**src/rtl/cpu_pkg.sv**
```systemverilog
// rtl/cpu_pkg.sv - exception codes, CP0 addresses and shared types for the MEM-stage exception arbiter
package cpu_pkg;

  localparam logic [31:0] EXC_NONE = 32'h0;
  localparam logic [31:0] EXC_INT  = 32'h1;
  localparam logic [31:0] EXC_ADEL = 32'h4;
  localparam logic [31:0] EXC_ADES = 32'h5;
  localparam logic [31:0] EXC_SYS  = 32'h8;
  localparam logic [31:0] EXC_BRK  = 32'h9;
  localparam logic [31:0] EXC_RI   = 32'hA;
  localparam logic [31:0] EXC_OV   = 32'hC;
  localparam logic [31:0] EXC_TRAP = 32'hD;
  localparam logic [31:0] EXC_ERET = 32'hE;

  localparam logic [4:0] CP0_REG_STATUS = 5'd12;
  localparam logic [4:0] CP0_REG_CAUSE  = 5'd13;
  localparam logic [4:0] CP0_REG_EPC    = 5'd14;

  typedef enum logic {IDLE, FLUSH} exc_state_t;

  typedef struct packed {
    logic intr;
`ifdef EXC_ADDR_ERR_EN
    logic adel_if;
    logic adel;
    logic ades;
`endif
    logic ri;
    logic sys;
    logic brk;
    logic ov;
    logic trap;
    logic eret;
  } exc_flags_t;

endpackage

```
**src/rtl/exc_prio_enc.sv**
```systemverilog
// rtl/exc_prio_enc.sv - fixed-priority exception flag encoder to 32-bit CP0 except_type code
module exc_prio_enc
  import cpu_pkg::*;
(
  input  exc_flags_t  flags_i,
  output logic [31:0] code_o
);

  // Lowest priority assigned first so each higher-priority flag overrides.
  always_comb begin
    code_o = EXC_NONE;
    if (flags_i.eret) code_o = EXC_ERET;
`ifdef EXC_ADDR_ERR_EN
    if (flags_i.ades) code_o = EXC_ADES;
    if (flags_i.adel) code_o = EXC_ADEL;
`endif
    if (flags_i.trap) code_o = EXC_TRAP;
    if (flags_i.ov)   code_o = EXC_OV;
    if (flags_i.brk)  code_o = EXC_BRK;
    if (flags_i.sys)  code_o = EXC_SYS;
    if (flags_i.ri)   code_o = EXC_RI;
`ifdef EXC_ADDR_ERR_EN
    if (flags_i.adel_if) code_o = EXC_ADEL;
`endif
    if (flags_i.intr) code_o = EXC_INT;
  end

endmodule

```
**src/rtl/exc_ctrl.sv**
```systemverilog
// rtl/exc_ctrl.sv - MEM-stage exception/interrupt arbiter driving CP0 and pipeline flush
// Optional address-error exceptions (AdEL/AdES, bad_vaddr_o) enabled by EXC_ADDR_ERR_EN.
module exc_ctrl #(
  parameter logic [31:0] EXC_VECTOR   = 32'hBFC00380,
  parameter int unsigned FLUSH_CYCLES = 2
) (
  input  logic        clk,
  input  logic        rst,
  input  logic        mem_valid_i,
  input  logic [31:0] mem_pc_i,
  input  logic        mem_delayslot_i,
  input  logic        exc_ri_i,
  input  logic        exc_sys_i,
  input  logic        exc_brk_i,
  input  logic        exc_ov_i,
  input  logic        exc_trap_i,
  input  logic        exc_eret_i,
`ifdef EXC_ADDR_ERR_EN
  input  logic        exc_adel_if_i,
  input  logic        exc_adel_i,
  input  logic        exc_ades_i,
  input  logic [31:0] bad_addr_i,
  output logic [31:0] bad_vaddr_o,
`endif
  input  logic [31:0] cp0_status_i,
  input  logic [31:0] cp0_cause_i,
  input  logic [31:0] cp0_epc_i,
  input  logic        wb_cp0_we_i,
  input  logic [4:0]  wb_cp0_waddr_i,
  input  logic [31:0] wb_cp0_wdata_i,
  output logic [31:0] except_type_o,
  output logic [31:0] except_pc_o,
  output logic        except_delayslot_o,
  output logic        flush_o,
  output logic [31:0] new_pc_o
);
  import cpu_pkg::*;

  localparam int unsigned    CNT_W    = (FLUSH_CYCLES > 1) ? $clog2(FLUSH_CYCLES) : 1;
  localparam logic [CNT_W-1:0] CNT_LOAD = CNT_W'(FLUSH_CYCLES - 1);

  exc_state_t       state_q;
  logic [CNT_W-1:0] cnt_q;
  logic             flush_q;
  logic [31:0]      new_pc_q;

  logic        fwd_status, fwd_cause, fwd_epc;
  logic [15:0] eff_status;
  logic [15:8] eff_ip;
  logic [31:0] eff_epc;
  logic        int_pend;
  exc_flags_t  flags;
  logic [31:0] enc_code;
  logic        unused_bits;

  assign fwd_status = wb_cp0_we_i && (wb_cp0_waddr_i == CP0_REG_STATUS);
  assign fwd_cause  = wb_cp0_we_i && (wb_cp0_waddr_i == CP0_REG_CAUSE);
  assign fwd_epc    = wb_cp0_we_i && (wb_cp0_waddr_i == CP0_REG_EPC);

  // mtc0 to Cause only reaches the software interrupt bits; hardware lines stay live.
  assign eff_status = fwd_status ? wb_cp0_wdata_i[15:0] : cp0_status_i[15:0];
  assign eff_ip     = {cp0_cause_i[15:10], fwd_cause ? wb_cp0_wdata_i[9:8] : cp0_cause_i[9:8]};
  assign eff_epc    = fwd_epc ? wb_cp0_wdata_i : cp0_epc_i;

  assign int_pend = eff_status[0] & ~eff_status[1] & (|(eff_ip & eff_status[15:8]));

  assign unused_bits = ^{cp0_status_i[31:16], cp0_cause_i[31:16], cp0_cause_i[7:0], eff_status[7:2]};

  always_comb begin
    flags      = '0;
    flags.intr = int_pend;
    flags.ri   = exc_ri_i;
    flags.sys  = exc_sys_i;
    flags.brk  = exc_brk_i;
    flags.ov   = exc_ov_i;
    flags.trap = exc_trap_i;
    flags.eret = exc_eret_i;
`ifdef EXC_ADDR_ERR_EN
    flags.adel_if = exc_adel_if_i;
    flags.adel    = exc_adel_i;
    flags.ades    = exc_ades_i;
`endif
  end

  exc_prio_enc u_prio_enc (
    .flags_i (flags),
    .code_o  (enc_code)
  );

  assign except_type_o      = (!rst && state_q == IDLE && mem_valid_i) ? enc_code : EXC_NONE;
  assign except_pc_o        = mem_pc_i;
  assign except_delayslot_o = mem_delayslot_i;
  assign flush_o            = flush_q;
  assign new_pc_o           = new_pc_q;

`ifdef EXC_ADDR_ERR_EN
  always_comb begin
    bad_vaddr_o = '0;
    if (except_type_o == EXC_ADEL)
      bad_vaddr_o = exc_adel_if_i ? mem_pc_i : bad_addr_i;
    else if (except_type_o == EXC_ADES)
      bad_vaddr_o = bad_addr_i;
  end
`endif

  always_ff @(posedge clk or posedge rst) begin
    if (rst) begin
      state_q  <= IDLE;
      cnt_q    <= '0;
      flush_q  <= 1'b0;
      new_pc_q <= '0;
    end else begin
      case (state_q)
        IDLE: begin
          if (except_type_o != EXC_NONE) begin
            state_q  <= FLUSH;
            cnt_q    <= CNT_LOAD;
            flush_q  <= 1'b1;
            new_pc_q <= (except_type_o == EXC_ERET) ? eff_epc : EXC_VECTOR;
          end
        end
        FLUSH: begin
          if (cnt_q == '0) begin
            state_q <= IDLE;
            flush_q <= 1'b0;
          end else begin
            cnt_q <= cnt_q - CNT_W'(1);
          end
        end
        default: state_q <= IDLE;
      endcase
    end
  end

endmodule

```
**config.mk**
```make
export PLATFORM = sky130hd
export DESIGN_NAME = exc_ctrl
export DESIGN_NICKNAME = d
export VERILOG_FILES = /design/src/rtl/cpu_pkg.sv /design/src/rtl/exc_prio_enc.sv /design/src/rtl/exc_ctrl.sv
export SDC_FILE = /design/constraint.sdc
export NUM_CORES = 1
export LEC_CHECK = 0
export ABC_AREA = 0
export BUFFER_PORTS_ARGS = -buffer_cell sky130_fd_sc_hd__buf_2
export CAP_MARGIN = 20
export CORE_AREA = 2 2 105 107
export DETAILED_ROUTE_END_ITERATION = 8
export DIE_AREA = 0 0 107 109
export SLEW_MARGIN = 20
export SYNTH_ARGS = -nofsm -noshare
export SYNTH_HDL_FRONTEND = slang
export SYNTH_SLANG_ARGS = --single-unit
```
**constraint.sdc**
```tcl
create_clock -name clk -period 4.2 [get_ports clk]
set_input_delay 0.84 -clock clk [delete_from_list [all_inputs] [get_ports clk]]
set_output_delay 0.84 -clock clk [all_outputs]
set_load 0.02 [all_outputs]
```
* Word level (Yosys, flattened, before mapping)
Cells that the tools add are included.
** Cells by class
- $add $sub $neg :: 1
- Equal/unequal tests :: 6
- Muxes and demuxes :: 20
- Bitwise gates (word level) :: 5
- Reductions and logical operators :: 10
** Operators by type and width (count)
- 32-bit 2-to-1 mux :: 3
- 32-bit by 4-bit == test with 1-bit output, second input constant :: 1
- 32-bit nonzero test :: 1
- 4-bit 2-to-1 mux :: 7
- 16-bit 2-to-1 mux :: 1
- 5-bit by 4-bit == test with 1-bit output, second input constant :: 3
- 8-bit bitwise AND :: 1
- 8-bit OR reduction :: 1
- 1-bit one-hot mux with 2 select lines :: 3
- 1-bit logical AND :: 5
- 1-bit 2-to-1 mux :: 5
- 2-bit AND reduction :: 2
- 1-bit bitwise AND :: 2
- 2-bit 2-to-1 mux :: 1
- 2-bit by 1-bit != test with 1-bit output, second input constant :: 1
- 2-bit != test, second input constant :: 1
- 1-bit inverter :: 2
- 1-bit zero test :: 1
- 1-bit subtractor, second input constant :: 1
** Word-level totals
- Bits in registers :: 35
- Output and inout port bits :: 98
- Word-level logic and storage cells :: 46

* Logic depth before layout (Yosys ltp)
- Depth in word-level cells :: 11
- Mapped depth :: 9

* By module
Synthesis repeated with hierarchy kept, for this count alone.
** Second synthesis, totals
- Cells, all modules :: 265
- Area, all modules :: 2889.0 µm²
** By module, submodules not included
- exc_ctrl :: times used 1, cells each 225, area each 2617.5 µm², sequential area each 875.8 µm²
- exc_prio_enc :: times used 1, cells each 40, area each 271.5 µm², sequential area each 0.0 µm²

* Least setup slack after synthesis
No wires, ideal clock.
- Path kind :: input to output
- From :: input wb_cp0_waddr_i[4]
- To :: output except_type_o[3]
- Data arrival time :: 3.053 ns
- Required time :: 3.360 ns
- Setup slack :: 0.307 ns
- Stages :: 8
- Path buffers :: 2
- Path through :: nand4b_4 or3_1 buf_2 mux2i_1 or4_1 or2_1 buf_2 a211oi_1
** On the way
- Cells in the longest elaborated chain, start to end :: 8
- Elaborated cells on any way between the ends :: 13
** Ends and longest elaborated chain
- start, declared :: RTL line exc_ctrl.sv:29 : input logic [4:0] wb_cp0_waddr_i,
- 5-bit by 4-bit == test with 1-bit output (on tied branches) :: RTL line exc_ctrl.sv:57, exc_ctrl.sv:56
- 1-bit logical AND (on tied branches) :: RTL line exc_ctrl.sv:57, exc_ctrl.sv:56
- 2-bit 2-to-1 mux or 16-bit 2-to-1 mux (tied branches) :: RTL line exc_ctrl.sv:62, exc_ctrl.sv:61
- 8-bit bitwise AND or 1-bit inverter (tied branches) :: RTL line exc_ctrl.sv:65 : assign int_pend = eff_status[0] & ~eff_status[1] & (|(eff_ip & eff_status[15:8]));
- 8-bit OR reduction or 1-bit bitwise AND (tied branches) :: RTL line exc_ctrl.sv:65
- 1-bit bitwise AND (*) :: RTL line exc_ctrl.sv:65
- 4-bit 2-to-1 mux (*) :: RTL line exc_prio_enc.sv:25 : if (flags_i.intr) code_o = EXC_INT;
- 32-bit 2-to-1 mux (*) :: RTL line exc_ctrl.sv:90 : assign except_type_o = (!rst && state_q == IDLE && mem_valid_i) ? enc_code : EXC_NONE;
- end, declared :: RTL line exc_ctrl.sv:31 : output logic [31:0] except_type_o,
Every way passes the cells marked *; elsewhere a longest branch is shown, timed or not.

* Final worst setup path
- From :: input wb_cp0_waddr_i[4]
- To :: output except_type_o[0]
The elaborated chain is that of the path after synthesis.

==> results.yml <==
sta:
  finalMaxSlewViolations: 0
  fmax_ghz: 0.2485
  worst_pin_slew_ns: 0.8274
  finalSetupViolations: 0
  final-hold-violation-count: 0
  fin_crit_sh_pct: 95.79
  rsz0062_at_grt: "no"
  maxSlewHeadroom_pct: 44.64
  fin_tns_setup_ns: 0
  final.setup_skew_ns: 0.008638
  period_needed_ns: 4.023
synth:
  yosys.area_share.simple_pct: 11.29
  yosysTopAreaCellShare_pct: 28.74
  async_flop_share_pct: 100.0
  synthTopCellsByArea: "dfrtp_1 (29%), buf_4 (15%), o221ai_2 (9.9%), mux2i_1 (7.6%), a21oi_1 (6.1%)"
  synth_xor_area_share_pct: 0
  yosysTopAreaCell: "dfrtp_1"
  synthMuxAreaShare_pct: 12.44
  ys_seq_area_share_pct: 28.74
  synth_top_family_by_area: "compound AO/OA/AOI/OAI gates"
  synth_ff_type: "dfrtp_1"
  synth_cells: 332
  ys_ff_latch: 35
  yosysWarnings: 0
  synth_edf_count: 0
  avgSynthCellArea_um2: 9.180
  synth_area_mm2: 0.003048
  synthAdderAreaFrac_pct: 0
  synth_compound_area_share_pct: 27.42
  synth_cell_types: 42
clock_network:
  htree_levels: 2
  clk_latency_ns: 0.28
  path_clk_slew_ns: 0.07
  numCtsBuffers: 5
  cts_resized: 0
  cts_root_buf: "clkbuf_8"
  cts-root-to-sink-buffers: 2
  cts.sinks: 35
  ctsHoldBuffers: 0
  cts_tree: "yes"
  post_cts_buffers: 0
worst_setup_path:
  path_class: "primary input to output port"
  cp_cell_sequence: "buf_2 -> nand4b_4 -> or3_1 -> mux2i_1 -> or4_1 -> or2_1 -> buf_4 -> a31o_1 -> buf_2"
  cp_slowest_cell: "or4_1"
  cp_top_family: "simple AND/OR/NAND/NOR gates"
  start_kind: "primary input"
  cp_data_arrival_time_ns: 3.18
  cpPeakStageDelay_ns: 0.60
  required_ns: 3.36
  cp_num_buf_inv: 3
  crit_top_cell: "buf_2"
  cp-end-kind: "output port"
  crit_fanout: 7
finish:
  n_fill_cell: 1143
  multi_input_area_mm2: 0.001675
  final_layout_size_suffix_gt1_share_pct: 47.09
  diodes: 0
  final_net_count: 604
  instances_no_fill: 569
  seq_area_um2: 875.8
  stdcell_area_mm2: 0.003605
  areaGrowthSynthToFinish_pct: 18.27
  fin_util_pct: 34.00
placed_design:
  finalWeightedCongestion: 0.7698
  placed_area_mm2: 0.003501
  port_buffers: 133
  dp.cells: 561
  place.detailed.hpwl_mm: 6.310
floorplanning:
  die_area_mm2: 0.01166
  start_util_pct: 28.75
  rows: 38
  core_mm2: 0.01060
  die_w_um: 107
  die_y_um: 109
  num_io_pins: 274
status:
  status: "complete, no violations"
grt:
  antenna_found_initial: 0
  grt_pass1_wl_mm: 12.48
  grt_max_degree: 34
  grt_pass1_vias: 2635
  grt_overflow: 0
  grtUsageTotal_pct: 13.49
run:
  max_cap_viol_count: 0
detailed_routing:
  drtPass1Iterations: 4
  dr_total_vias: 2727
  drt-initial-drc-count: 125
  postRouteWirelength_mm: 8.206
  drc: 0
  wl_per_cell_um: 14.42
  viasPerCell: 4.793
  postRouteAntennaNets: 0
pwr:
  powerDensity_mw_per_mm2: 231.6
  p_leak_nw: 1.565
  report.power.total_mw: 0.8350
  ir_worst_vdd_uv: 106.0
hold_path:
  hold_path_class: "primary input to async pin"
[per-layer routing]
metal / global-route usage (%) / up-vias / share of wire, %
met1: 16.06 / 1288 / 42
met4: 4.082 / 0 / 1.2
met5: 0 / - / 0
met3: 2.510 / 13 / 5.4
met2: 24.66 / 101 / 52
li1: - / 1325 / -
[report_power, final]
group | internal (mW) | switching, mW
registers | 0.351 | 0.00812
logic | 0.0764 | 0.127
clock network | 0.149 | 0.123
[cell type report]
class                           instances  area share, %
Timing Repair Buffer                  145          20.96
Multi-Input combinational cell        236          46.48
Sequential cell                        35          24.30
Clock inverter                          1         0.2083
Tap cell                              140          4.859
Clock buffer                            7          2.673
Inverter                                5         0.5207
[layout by cell type (no fill, tap or decap), types with 3 or more instances in the layout]
cell type and n:
a21oi_1 37, dfrtp_1 35, nand3_1 3, inv_1 4
buf_4 12, conb_1 28, o221ai_2 20, a22oi_1 3
mux2i_1 23, nand2_1 26, mux2_2 12, o22ai_1 14
nor2_1 24, o21ai_0 3, o22ai_2 10, buf_2 133
nand2b_1 3, clkbuf_8 7
[path summary, 6_finish.rpt]
path	from	end	slack, ns	depth (start not counted)
setup / recovery	wb_cp0_waddr_i[4]	except_type_o[0]	0.18	9
hold / removal	rst	flush_o	0.43	2
setup reg to reg	state_q	new_pc_o[16]	1.72	7
hold reg to reg	state_q	cnt_q	0.43	1
max in group asynchronous	rst	new_pc_o[24]	3.33	3
min in group clk	state_q	cnt_q	0.43	1
[kinds of logic after synthesis]
logic type             after synthesis
buffers and inverters               88
other                                1
AND/OR/NAND/NOR                     72
AO/OA/AOI/OAI                      100
multiplexers                        36
flip-flops                          35
[synthesized netlist by cell type, drive strengths merged (5+ instances only)]
master	number
dfrtp	35
o221ai	21
nor2	24
mux2i	24
a21oi	37
o22ai	24
clkbuf	9
mux2	12
buf	74
inv	5
nand2	26
o21ai	5
[state kept, by name, summed over array words and instances, names as in the netlist]
name      flops
new_pc_o     32
flush_o       1
cnt_q         1
state_q       1
[metrics by stage]
step | setup WS (ns) | hold slack [ns]
3_3_place_gp | 0.1506 | 0.4157
3_5_place_dp | 0.1404 | 0.4334
6_report | 0.1766 | 0.4335
5_1_grt | 0.08542 | 0.4322
2_1_floorplan | 0.3074 | 0.3995
4_1_cts | 0.1354 | 0.4306
Note: power is estimated with default switching activity, not from simulation.
